`src/rtl/spi_buf_pkg.sv`:
```
// Shared definitions for the SPI command-buffer arbiter: command word layout
// and sequencer state encoding.
package spi_buf_pkg;

  localparam int BUF_W   = 41;
  localparam int ADR_MSB = 40;
  localparam int ADR_LSB = 33;
  localparam int DAT_MSB = 32;
  localparam int DAT_LSB = 1;
  localparam int WE_BIT  = 0;
  localparam int DAT_W   = DAT_MSB - DAT_LSB + 1;

  typedef enum logic [2:0] {
    ST_IDLE    = 3'd0,
    ST_ISSUE   = 3'd1,
    ST_WAIT    = 3'd2,
    ST_RESP    = 3'd3,
    ST_RELEASE = 3'd4
  } state_t;

endpackage

```
`src/rtl/rr_pick.sv`:
```
// Combinational round-robin picker: first set request at or after ptr,
// wrapping N-1 -> 0. Returns one-hot and encoded winner.
module rr_pick #(
  parameter int N  = 2,
  parameter int IW = (N > 1) ? $clog2(N) : 1
) (
  input  logic [N-1:0]  req,
  input  logic [IW-1:0] ptr,
  output logic [N-1:0]  gnt,
  output logic [IW-1:0] idx,
  output logic          any
);

  always_comb begin : pick
    logic [IW-1:0] cand;
    gnt  = '0;
    idx  = '0;
    any  = 1'b0;
    cand = '0;
    for (int i = 0; i < N; i++) begin
      cand = IW'((int'(ptr) + i) % N);
      if (!any && req[cand]) begin
        any       = 1'b1;
        gnt[cand] = 1'b1;
        idx       = cand;
      end
    end
  end

endmodule

```
`src/rtl/spi_buf_arbiter.sv`:
```
// Shares the single SPI command buffer port between NREQ requesters:
// round-robin grant, one transaction at a time, ACK timeout with error flag.
module spi_buf_arbiter
  import spi_buf_pkg::*;
#(
  parameter int NREQ    = 2,
  parameter int TIMEOUT = 255
) (
  input  logic                  WB_CLK_I,
  input  logic                  WB_RST_I,
  input  logic [NREQ-1:0]       REQ_STATUS,
  input  logic [BUF_W*NREQ-1:0] REQ_DATA_I,
  output logic [NREQ-1:0]       REQ_ACK,
  output logic                  REQ_ERR,
  output logic [DAT_W-1:0]      REQ_DATA_O,
  output logic [NREQ-1:0]       GRANT,
  output logic                  BUF_STATUS,
  output logic [BUF_W-1:0]      BUF_DATA_O,
  input  logic [BUF_W-1:0]      BUF_DATA_I,
  input  logic                  BUF_ACK,
  output logic [2:0]            STATE_DBG
);

  // Handshake: a requester holds REQ_STATUS until it sees its REQ_ACK pulse;
  // BUF_STATUS is held until BUF_ACK (a level) or timeout, and a new
  // transaction is not started until BUF_ACK has returned low.
  localparam int IW = $clog2(NREQ);
  localparam int CW = 16;

  state_t          state_q, state_d;
  logic [IW-1:0]   ptr_q, owner_q;
  logic [CW-1:0]   cnt_q;
  logic            err_q;
  logic [NREQ-1:0] pick_gnt;
  logic [IW-1:0]   pick_idx;
  logic            pick_any;
  logic            timeout_hit;

  rr_pick #(.N(NREQ), .IW(IW)) u_pick (
    .req (REQ_STATUS),
    .ptr (ptr_q),
    .gnt (pick_gnt),
    .idx (pick_idx),
    .any (pick_any)
  );

  assign timeout_hit = (cnt_q == CW'(TIMEOUT - 1));
  assign STATE_DBG   = state_q;

  always_comb begin
    state_d = state_q;
    unique case (state_q)
      ST_IDLE:    if (pick_any) state_d = ST_ISSUE;
      ST_ISSUE:   state_d = ST_WAIT;
      ST_WAIT:    if (BUF_ACK || timeout_hit) state_d = ST_RESP;
      ST_RESP:    state_d = ST_RELEASE;
      ST_RELEASE: if (!REQ_STATUS[owner_q] && !BUF_ACK) state_d = ST_IDLE;
      default:    state_d = ST_IDLE;
    endcase
  end

  always_ff @(posedge WB_CLK_I or negedge WB_RST_I) begin
    if (!WB_RST_I) begin
      state_q    <= ST_IDLE;
      ptr_q      <= '0;
      owner_q    <= '0;
      cnt_q      <= '0;
      err_q      <= 1'b0;
      REQ_ACK    <= '0;
      REQ_ERR    <= 1'b0;
      REQ_DATA_O <= '0;
      GRANT      <= '0;
      BUF_STATUS <= 1'b0;
      BUF_DATA_O <= '0;
    end else begin
      state_q <= state_d;
      REQ_ACK <= '0;
      REQ_ERR <= 1'b0;
      case (state_q)
        ST_IDLE: if (pick_any) begin
          GRANT      <= pick_gnt;
          owner_q    <= pick_idx;
          BUF_DATA_O <= REQ_DATA_I[BUF_W*pick_idx +: BUF_W];
          ptr_q      <= (pick_idx == IW'(NREQ - 1)) ? '0 : pick_idx + 1'b1;
        end
        ST_ISSUE: begin
          BUF_STATUS <= 1'b1;
          cnt_q      <= '0;
        end
        // ACK is tested first so an ACK on the final cycle still wins.
        ST_WAIT: begin
          if (BUF_ACK) begin
            BUF_STATUS <= 1'b0;
            REQ_ACK    <= GRANT;
            REQ_DATA_O <= BUF_DATA_O[WE_BIT] ? '0 : BUF_DATA_I[DAT_MSB:DAT_LSB];
          end else if (timeout_hit) begin
            BUF_STATUS <= 1'b0;
            REQ_ACK    <= GRANT;
            REQ_ERR    <= 1'b1;
            REQ_DATA_O <= '0;
            err_q      <= 1'b1;
          end else begin
            cnt_q <= cnt_q + 1'b1;
          end
        end
        ST_RELEASE: if (state_d == ST_IDLE) begin
          GRANT <= '0;
          err_q <= 1'b0;
        end
        default: ;
      endcase
    end
  end

endmodule

```
`config.mk`:
```
export PLATFORM = sky130hd
export DESIGN_NAME = spi_buf_arbiter
export DESIGN_NICKNAME = d
export VERILOG_FILES = /design/src/rtl/spi_buf_pkg.sv /design/src/rtl/rr_pick.sv /design/src/rtl/spi_buf_arbiter.sv
export SDC_FILE = /design/constraint.sdc
export NUM_CORES = 1
export LEC_CHECK = 0
export CAP_MARGIN = 30
export CORE_MARGIN = 2
export CORE_UTILIZATION = 40
export DETAILED_ROUTE_END_ITERATION = 10
export GPL_ROUTABILITY_DRIVEN = 0
export PLACE_DENSITY = 0.81
export SLEW_MARGIN = 20
export SYNTH_ARGS = -nofsm -noshare
export SYNTH_HDL_FRONTEND = slang
export SYNTH_SLANG_ARGS = --single-unit
export TNS_END_PERCENT = 1
```
`constraint.sdc`:
```
create_clock -name WB_CLK_I -period 2.6 [get_ports WB_CLK_I]
set_clock_uncertainty 0.05 [all_clocks]
set_input_delay 0.39 -clock WB_CLK_I [delete_from_list [all_inputs] [get_ports WB_CLK_I]]
set_output_delay 0.39 -clock WB_CLK_I [all_outputs]
set_load 0.02 [all_outputs]
```
==> flow_metrics.tcl, run 1 <==
set metrics [dict create \
    outcome "finished, violations left" \
    violations "negative hold slack" \
    setup_viol 0 \
    drt_iter0_drc 431 \
    overflow 0 \
    p_sw_mw 2.75 \
    clkTransAtPathRegs_ns 0.09 \
    dp_worst_setup_slack_ns -0.0202 \
    die_y_um 105 \
    start_util_pct 41.5 \
    crit_arrival_ns 2.49 \
    tns_ns 0 \
    ys_seq_area_share_pct 61.1 \
    regToRegSetupSlack_ns 0.38 \
    route.detailed.drc 0 \
    dp_hpwl_mm 8.85 \
    dr_wl_met2_mm 6.25 \
    die_w_um 105 \
    whs_ns -0.0208 \
    hold_viol_final 11 \
    ioPinCount 210 \
    finalWorstSetupSlack_ns 0.344 \
    cts_buffer_depth 2 \
    fmax_mhz 443 \
    p_seq_share_pct 34.4 \
    grt_use_total_pct 21.6 \
    synth_nets 477 \
    std_cell_rows 36 \
    synth_seq_cells 100 \
    grt_pass1_wl_mm 19.1 \
    finalInstanceArea_um2 6580 \
    grt_start_max_net_pins 47 \
    wire_per_inst_um 17.5 \
    p_int_mw 4.51 \
    yosys_warnings 0 \
    worst_r2r_startpoint "cnt_q[0]" \
    drive_gt1_share_pct 7.03 \
    wl_met1_mm 4.69 \
    clkSinkCount 100 \
    postCtsHoldBufs 0 \
    placed_cell_area_um2 6340 \
    netlist_area_um2 4090 \
    drv_cap 0 \
    route.met3.wl_um 829 \
    dieArea_um2 11100 \
    synthCells 347 \
    finalCriticalPeriod_ns 2.26 \
    synth-async-reset-ratio_pct 100 \
    relSlewSlack_pct 54.8 \
    clockPowerShare_pct 15.4 \
    drt_first_pass_iters 9 \
    crit_fanout 5 \
    insertedDiodeCount 0 \
    end_kind "flop" \
    slew_viol_final 0 \
    required_ns 2.83 \
    ys.flop_type "dfrtp_1" \
    min_path_type "in2async" \
    root_buffer "clkbuf_8" \
    core_um2 9860 \
    reg2reg_to "REQ_DATA_O[24]" \
    num_vias 3776 \
    syn_to_final_growth_pct 60.7 \
    worstSetupPathType "in2reg" \
    maxUsedRoutingLayer "met4" \
    cp-start-kind "primary input" \
    layout_commonest_cell "clkdlybuf4s50_1" \
    worstMarginPinSlew_ns 0.669 \
    clk_latency_ns 0.35 \
    power_density_nw_per_um2 1100 \
    postCtsSetupBuffers 0 \
    via_per_inst 5.49 \
    nets 680 \
    cts_buffers 9 \
    synth_cell_type_count 39 \
    grt_setup_unrepaired "no" \
    fin_crit_sh_pct 86.8 \
    switching_share_pct 37.9 \
    cts_tree "yes" \
    r2r_cells 7 \
    wl_mm 12.0 \
    avgSynthCellArea_um2 11.8 \
    final.fill_count 738 \
    antenna_found_initial 0 \
    p_comb_share_pct 50.1 \
    cts_resized 0 \
    htree_levels 3 \
    leakage_nw 3.03 \
    synth-edff-count 0 \
    grt_pass1_vias 3913 \
    ir_drop_v 0.000727 \
    final_cell_mix "clkdlybuf4s50_1, dfrtp_1, inv_1" \
    io_buffers 200 \
    ant_nets 0 \
]
## metrics by stage
step,utilization (%),std cells,power [mW]
2_1_floorplan,-,347,4.36
3_3_place_gp,64.3,672,6.07
3_5_place_dp,64.3,672,6.18
4_1_cts,66.7,688,7.33
5_1_grt,66.7,688,7.70
6_report,66.7,688,7.26
## state kept, by name (all words and copies together), names as in the netlist
signal	cells
ptr_q	1
REQ_ACK	2
cnt_q	16
owner_q	1
GRANT	2
STATE_DBG	3
REQ_DATA_O	32
REQ_ERR	1
BUF_STATUS	1
BUF_DATA_O	41
## cell usage after synthesis, types with 5 or more instances
| cell | number | area [um^2] |
|---|---|---|
| dfrtp_1 | 100 | 2500 |
| inv_1 | 47 | 176 |
| a222oi_1 | 41 | 410 |
| a22o_1 | 32 | 280 |
| clkbuf_1 | 23 | 86.3 |
| nand2_1 | 17 | 63.8 |
| nor2_1 | 10 | 37.5 |
| a21oi_1 | 7 | 35.0 |
| o21ai_0 | 7 | 35.0 |
| nand3_1 | 6 | 30.0 |
| a21o_1 | 5 | 37.5 |
| nor3_1 | 5 | 25.0 |
| or3_1 | 5 | 31.3 |
## metal layers
layer	GRT usage [%]	vias to the layer above
met5	0	-
met4	8.38	0
met3	4.68	26
met2	38.5	175
met1	25.3	1861
li1	-	1714
## how the worst max path moves through the flow
stage	startpoint	end	slack, ns	cells after the start
floorplan	STATE_DBG[2]	cnt_q[14]	0.32	5
global placement	BUF_ACK	cnt_q[14]	-0.02	5
detailed placement	BUF_ACK	cnt_q[14]	-0.02	5
CTS	BUF_ACK	cnt_q[14]	0.35	5
global route	cnt_q[0]	REQ_DATA_O[3]	0.22	7
finish	BUF_ACK	cnt_q[14]	0.34	5
## cell type report
cell class	instances	area [um^2]	area share, %
clock buffers	11	151	2.30
well taps	133	166	2.53
repair buffers	216	2160	32.8
inverters	47	176	2.68
clock inverters	5	82.6	1.26
flip-flops and latches	100	2500	38.1
multi-input cells	176	1340	20.4
## power by group through the flow
stage          clock, mW  combinational [mW]  sequential (mW)
4_1_cts             1.15                3.68             2.50
3_3_place_gp           0                3.56             2.50
3_5_place_dp           0                3.67             2.52
2_1_floorplan          0                1.19             3.17
5_1_grt             1.22                3.90             2.57
6_report            1.12                3.64             2.50
## cells by family (layout without fill, tap and decap cells)
kind of cell | count (synthesis) | in the layout | share of synthesized area (%)
buf+inv | 71 | 279 | 6.54
xor+xnor | 2 | 2 | 0.428
mux | 5 | 5 | 1.25
compound gates | 103 | 103 | 21.7
fa+ha+maj | 2 | 2 | 0.611
flops | 100 | 100 | 61.1
simple gates | 64 | 64 | 8.35
## worst max-delay path: stages
cell and delay [ns]:
clkdlybuf4s50_1 0.42, or4b_1 0.62, or4_4 0.58, or3_1 0.35
a21oi_1 0.14
Power figures use the tool's default switching activity.
==> run 2: changes to the inputs <==
--- a/config.mk
+++ b/config.mk
@@ -7,10 +7,12 @@
 export LEC_CHECK = 0
 export CAP_MARGIN = 30
 export CORE_MARGIN = 2
-export CORE_UTILIZATION = 40
+export CORE_UTILIZATION = 41
+export CTS_BUF_LIST = sky130_fd_sc_hd__clkbuf_4 sky130_fd_sc_hd__clkbuf_8
 export DETAILED_ROUTE_END_ITERATION = 10
 export GPL_ROUTABILITY_DRIVEN = 0
-export PLACE_DENSITY = 0.81
+export HOLD_SLACK_MARGIN = 0.03
+export PLACE_DENSITY = 0.82
 export SLEW_MARGIN = 20
 export SYNTH_ARGS = -nofsm -noshare
 export SYNTH_HDL_FRONTEND = slang
==> run 2 against run 1 <==
Effect of this change: the run now ends clean; power down 2.4%; register-to-register slack worse by 0.15 ns; sequential share of layout area up 0.34 points; global-route usage up 0.49 points; non-clock buffer count down 1; via count down 0.90%; routed wire length down 1.7%; sequential power about the same; cell count down 0.29%; count of clock-buffer cells in the layout down 1; flip-flop and latch count unchanged; worst setup slack worse by 0.12 ns; critical path type is now reg2reg; critical endpoint is now REQ_DATA_O[19]; largest cell class unchanged.
==> flow_metrics.tcl, run 2 (synthesis results as in run 1) <==
set metrics [dict create \
    root_buffer "clkbuf_8" \
    relSlewSlack_pct 50.3 \
    placed_cell_area_um2 6310 \
    antenna_found_initial 0 \
    finalCriticalPeriod_ns 2.37 \
    clk_latency_ns 0.36 \
    switching_share_pct 38.7 \
    p_seq_share_pct 35.7 \
    final_cell_mix "clkdlybuf4s50_1, dfrtp_1, inv_1" \
    syn_to_final_growth_pct 59.2 \
    fin_util_pct 67.0 \
    start_util_pct 42.1 \
    critPathBufInv 2 \
    required_ns 2.79 \
    p_sw_mw 2.75 \
    overflow 0 \
    route.detailed.drc 0 \
    ir_drop_v 0.000589 \
    power_density_nw_per_um2 1090 \
    r2r_cells 7 \
    fin_crit_sh_pct 91.3 \
    drv_cap 0 \
    via_per_inst 5.45 \
    cp-start-kind "flop" \
    wl_mm 11.8 \
    dp_hpwl_mm 8.71 \
    regToRegSetupSlack_ns 0.23 \
    dieArea_um2 10800 \
    cts_tree "yes" \
    wire_per_inst_um 17.2 \
    fmax_mhz 421 \
    clkSinkCount 100 \
    slowest_delay_ns 0.54 \
    cts_resized 0 \
    cts_buffer_depth 2 \
    cp_cell_sequence "inv_1 -> ha_1 -> nor4b_1 -> nand4_1 -> a21o_1 -> buf_4 -> a22o_1" \
    nets 679 \
    drt_first_pass_iters 10 \
    drt_iter0_drc 360 \
    worstSetupPathType "reg2reg" \
    leakage_nw 2.98 \
    clkTransAtPathRegs_ns 0.09 \
    path_delay_family "simple AND/OR/NAND/NOR gates" \
    num_vias 3742 \
    hold_depth 2 \
    reg2reg_to "REQ_DATA_O[19]" \
    layout_commonest_cell "clkdlybuf4s50_1" \
    whs_ns 0.449 \
    worstMarginPinSlew_ns 0.737 \
    clockPowerShare_pct 13.7 \
    setup_viol 0 \
    grt_use_total_pct 22.1 \
    regMostFlops "BUF_DATA_O" \
    worst_r2r_startpoint "cnt_q[0]" \
    endpoint "REQ_DATA_O[19]" \
    std_cell_rows 36 \
    p_comb_share_pct 50.6 \
    end_kind "flop" \
    grt_pass1_vias 3827 \
    drive_gt1_share_pct 6.51 \
    cp_num_cells 7 \
    outcome "finished, final reports clean" \
    die_w_um 104 \
    grt_start_max_net_pins 44 \
    largestRegisters "BUF_DATA_O: 41 flops, REQ_DATA_O: 32 flops, cnt_q: 16 flops" \
    cp_slowest_cell "nor4b_1" \
    critPathLaunch "cnt_q[0]" \
    slew_viol_final 0 \
    min_path_type "reg2reg" \
    crit_arrival_ns 2.56 \
    ioPinCount 210 \
    io_buffers 200 \
    ant_nets 0 \
    finalInstanceArea_um2 6520 \
    crit_fanout 36 \
    largest_reg_flops 41 \
    grt_setup_unrepaired "no" \
    htree_levels 3 \
    p_int_mw 4.34 \
    hold_path_startpoint "BUF_DATA_O[18]" \
    insertedDiodeCount 0 \
    die_y_um 104 \
    core_um2 9730 \
    grt_pass1_wl_mm 19.3 \
    cts_buffers 9 \
    hold_viol_final 0 \
]
-- run 2: cell types whose count changed in the layout (fill, tap and decap cells not counted), sizes merged --
cell	change
buf	-2
clkbuf	-1
clkinv	-2
clkinvlp	+3
dlygate4sd3	+1
bufinv	-1
-- run 2: layer usage --
layer / track usage [%] / part of all wire [%]
met5: 0 / 0
met4: 6.08 / 1.9
met2: 39.3 / 52
met3: 4.57 / 6.7
met1: 27.3 / 40
-- run 2: worst min path at each step --
stage | to | slack, ns
2_1_floorplan | BUF_DATA_O[0] | 0.04
3_3_place_gp | REQ_DATA_O[9] | 0.37
3_5_place_dp | REQ_DATA_O[9] | 0.37
4_1_cts | BUF_DATA_O[18] | 0.45
5_1_grt | owner_q | 0.47
6_report | BUF_DATA_O[18] | 0.45
-- run 2: through the flow --
stage	setup TNS, ns	power, mW	worst slack, ns	instances
CTS	0	7.15	0.222	686
global placement	-0.0153	6.04	-0.0153	670
detailed placement	-0.0369	6.15	-0.0369	670
finish	0	7.09	0.227	686
global route	0	7.51	0.0389	686
floorplan	0	4.36	0.320	347
-- run 2: timing repair --
action	4_1_cts	5_1_grt
hold endpoints to repair	41	0
buffers inserted	0	0
hold buffers	1	0
-- run 2: worst min-delay path, delay by kind of cell, from the launching register on --
kind,cells,cell delay (ns)
flops,1,0.35
buf+inv,1,0.06
compound gates,1,0.06
-- run 2: area by class of cell --
| type | count | area (um^2) |
|---|---|---|
| clock inverter | 5 | 61.3 |
| fill | 758 | 3210 |
| clock buffer | 10 | 131 |
| tap | 133 | 166 |
| sequential | 100 | 2500 |
| multi-input combinational | 176 | 1340 |
| timing repair buffer | 215 | 2140 |
| inverter | 47 | 176 |
-- run 2: power by group through the flow --
stage	Sequential (mW)	Combinational (mW)	Clock, mW
2_1_floorplan	3.17	1.19	0
3_3_place_gp	2.53	3.51	0
3_5_place_dp	2.54	3.61	0
6_report	2.53	3.58	0.972
4_1_cts	2.54	3.61	1.00
5_1_grt	2.61	3.84	1.06
==> run 3: changes to the inputs <==
--- a/config.mk
+++ b/config.mk
@@ -7,12 +7,13 @@
 export LEC_CHECK = 0
 export CAP_MARGIN = 30
 export CORE_MARGIN = 2
-export CORE_UTILIZATION = 41
-export CTS_BUF_LIST = sky130_fd_sc_hd__clkbuf_4 sky130_fd_sc_hd__clkbuf_8
+export CORE_UTILIZATION = 40
+export CTS_BUF_LIST = sky130_fd_sc_hd__clkbuf_16
 export DETAILED_ROUTE_END_ITERATION = 10
 export GPL_ROUTABILITY_DRIVEN = 0
 export HOLD_SLACK_MARGIN = 0.03
-export PLACE_DENSITY = 0.82
+export PLACE_DENSITY = 0.81
+export SKIP_CTS_REPAIR_TIMING = 1
 export SLEW_MARGIN = 20
 export SYNTH_ARGS = -nofsm -noshare
 export SYNTH_HDL_FRONTEND = slang
==> run 3 against run 2 <==
Effect of this change: worst setup slack better by 0.079 ns; sequential share of layout area shrank 0.81 points; core utilization is 0.50 points higher; critical path type is now in2reg; highest routed layer unchanged; cell count increased by 0.29%; maximum frequency is 3.5% higher; via count up 1.5%.
==> flow_metrics.tcl, run 3 (synthesis results as in run 1) <==
set metrics [dict create \
    io_buffers 200 \
    final_cells 688 \
    cp-start-kind "primary input" \
    core_um2 9860 \
    end_kind "flop" \
    cts_buffer_depth 2 \
    wire_per_inst_um 17.7 \
    die_w_um 105 \
    setup_viol 0 \
    min_path_type "in2async" \
    hold_viol_final 0 \
    clk_latency_ns 0.34 \
    dieArea_um2 11100 \
    r2r_cells 7 \
    drive_gt1_share_pct 6.67 \
    path_delay_family "simple AND/OR/NAND/NOR gates" \
    largestRegisters "BUF_DATA_O: 41 flops, REQ_DATA_O: 32 flops, cnt_q: 16 flops" \
    seqCellArea_um2 2500 \
    nets 680 \
    fmax_mhz 436 \
    grt_pass1_vias 3892 \
    std_cell_rows 36 \
    final.fill_count 723 \
    htree_levels 3 \
    worstSetupPathType "in2reg" \
    drt_iter0_drc 356 \
    root_buffer "clkbuf_16" \
    ant_nets 0 \
    clkSinkCount 100 \
    grt_pass1_wl_mm 19.2 \
    insertedDiodeCount 0 \
    fin_util_pct 67.5 \
    die_y_um 105 \
    cts_buffers 9 \
    slew_viol_final 0 \
    worstMarginPinSlew_ns 0.669 \
    ioPinCount 210 \
    regToRegSetupSlack_ns 0.39 \
    grt_setup_unrepaired "no" \
    busiest_layer "met2" \
    cp_slowest_cell "or4b_1" \
    power_density_nw_per_um2 1140 \
    place_inst 672 \
    endpoint "cnt_q[5]" \
    grt_start_max_net_pins 47 \
    drv_cap 0 \
    cts_tree "yes" \
    required_ns 2.81 \
    regMostFlops "BUF_DATA_O" \
    multiInputGateArea_um2 1340 \
    final_cell_mix "clkdlybuf4s50_1, dfrtp_1, inv_1" \
    outcome "finished, final reports clean" \
    syn_to_final_growth_pct 62.6 \
    grt_use_met3_pct 5.12 \
    crit_arrival_ns 2.50 \
    crit_fanout 5 \
    layout_commonest_cell "clkdlybuf4s50_1" \
    worst_r2r_startpoint "cnt_q[0]" \
    overflow 0 \
    critPathLaunch "BUF_ACK" \
    finalCriticalPeriod_ns 2.29 \
    via_per_inst 5.52 \
    relSlewSlack_pct 54.8 \
    leakage_nw 3.06 \
    route.detailed.drc 0 \
    slowest_delay_ns 0.62 \
    fin_crit_sh_pct 88.2 \
    grt_util_met2_pct 38.9 \
    start_util_pct 41.5 \
    drt_first_pass_iters 8 \
    ir_drop_v 0.000681 \
    grt_use_total_pct 21.7 \
    antenna_found_initial 0 \
    wl_mm 12.2 \
    cp_num_cells 6 \
    largest_reg_flops 41 \
    clkTransAtPathRegs_ns 0.07 \
    grtUsageMet1_pct 25.4 \
    cp_cell_sequence "clkdlybuf4s50_1 -> or4b_1 -> buf_4 -> a41o_1 -> or4_1 -> a21oi_1" \
    dp_hpwl_mm 8.85 \
    num_vias 3798 \
    critPathBufInv 2 \
    reg2reg_to "REQ_DATA_O[18]" \
]
==> run 3: worst min path at each step <==
stage / end / slack, ns
finish: REQ_DATA_O[14] / 0.008
CTS: REQ_DATA_O[11] / 0.04
detailed placement: REQ_DATA_O[11] / 0.40
global route: REQ_DATA_O[9] / 0.06
floorplan: BUF_DATA_O[0] / 0.04
global placement: REQ_DATA_O[11] / 0.39
==> run 3: stage by stage <==
stage | setup slack [ns] | cell area, um^2 | power (mW) | setup TNS [ns] | hold WS [ns]
2_1_floorplan | 0.320 | 4090 | 4.36 | 0 | 0.0444
3_3_place_gp | -0.0187 | 6340 | 6.07 | -0.0187 | 0.386
3_5_place_dp | -0.0202 | 6340 | 6.18 | -0.0252 | 0.396
4_1_cts | 0.321 | 6660 | 7.62 | 0 | 0.0363
5_1_grt | 0.223 | 6660 | 7.98 | 0 | 0.0618
6_report | 0.307 | 6660 | 7.57 | 0 | 0.00802
==> run 3: final cells by class <==
type / instances / area share (%)
clock buffers: 9 / 3.38
clock inverters: 7 / 1.35
inverters: 47 / 2.65
multi-input cells: 176 / 20.1
flip-flops and latches: 100 / 37.6
well taps: 133 / 2.50
repair buffers: 216 / 32.4
==> run 3: routing by layer <==
layer,up-vias,part of all wire [%]
met1,1858,38
met3,24,7.7
met5,-,0
li1,1724,-
met4,0,2.2
met2,192,52
==> run 3: where the power goes <==
part | total [mW] | switching, mW | internal (mW)
registers | 2.51 | 0.355 | 2.15
logic | 3.65 | 1.89 | 1.76
clock network | 1.41 | 0.569 | 0.840
total | 7.57 | 2.81 | 4.76
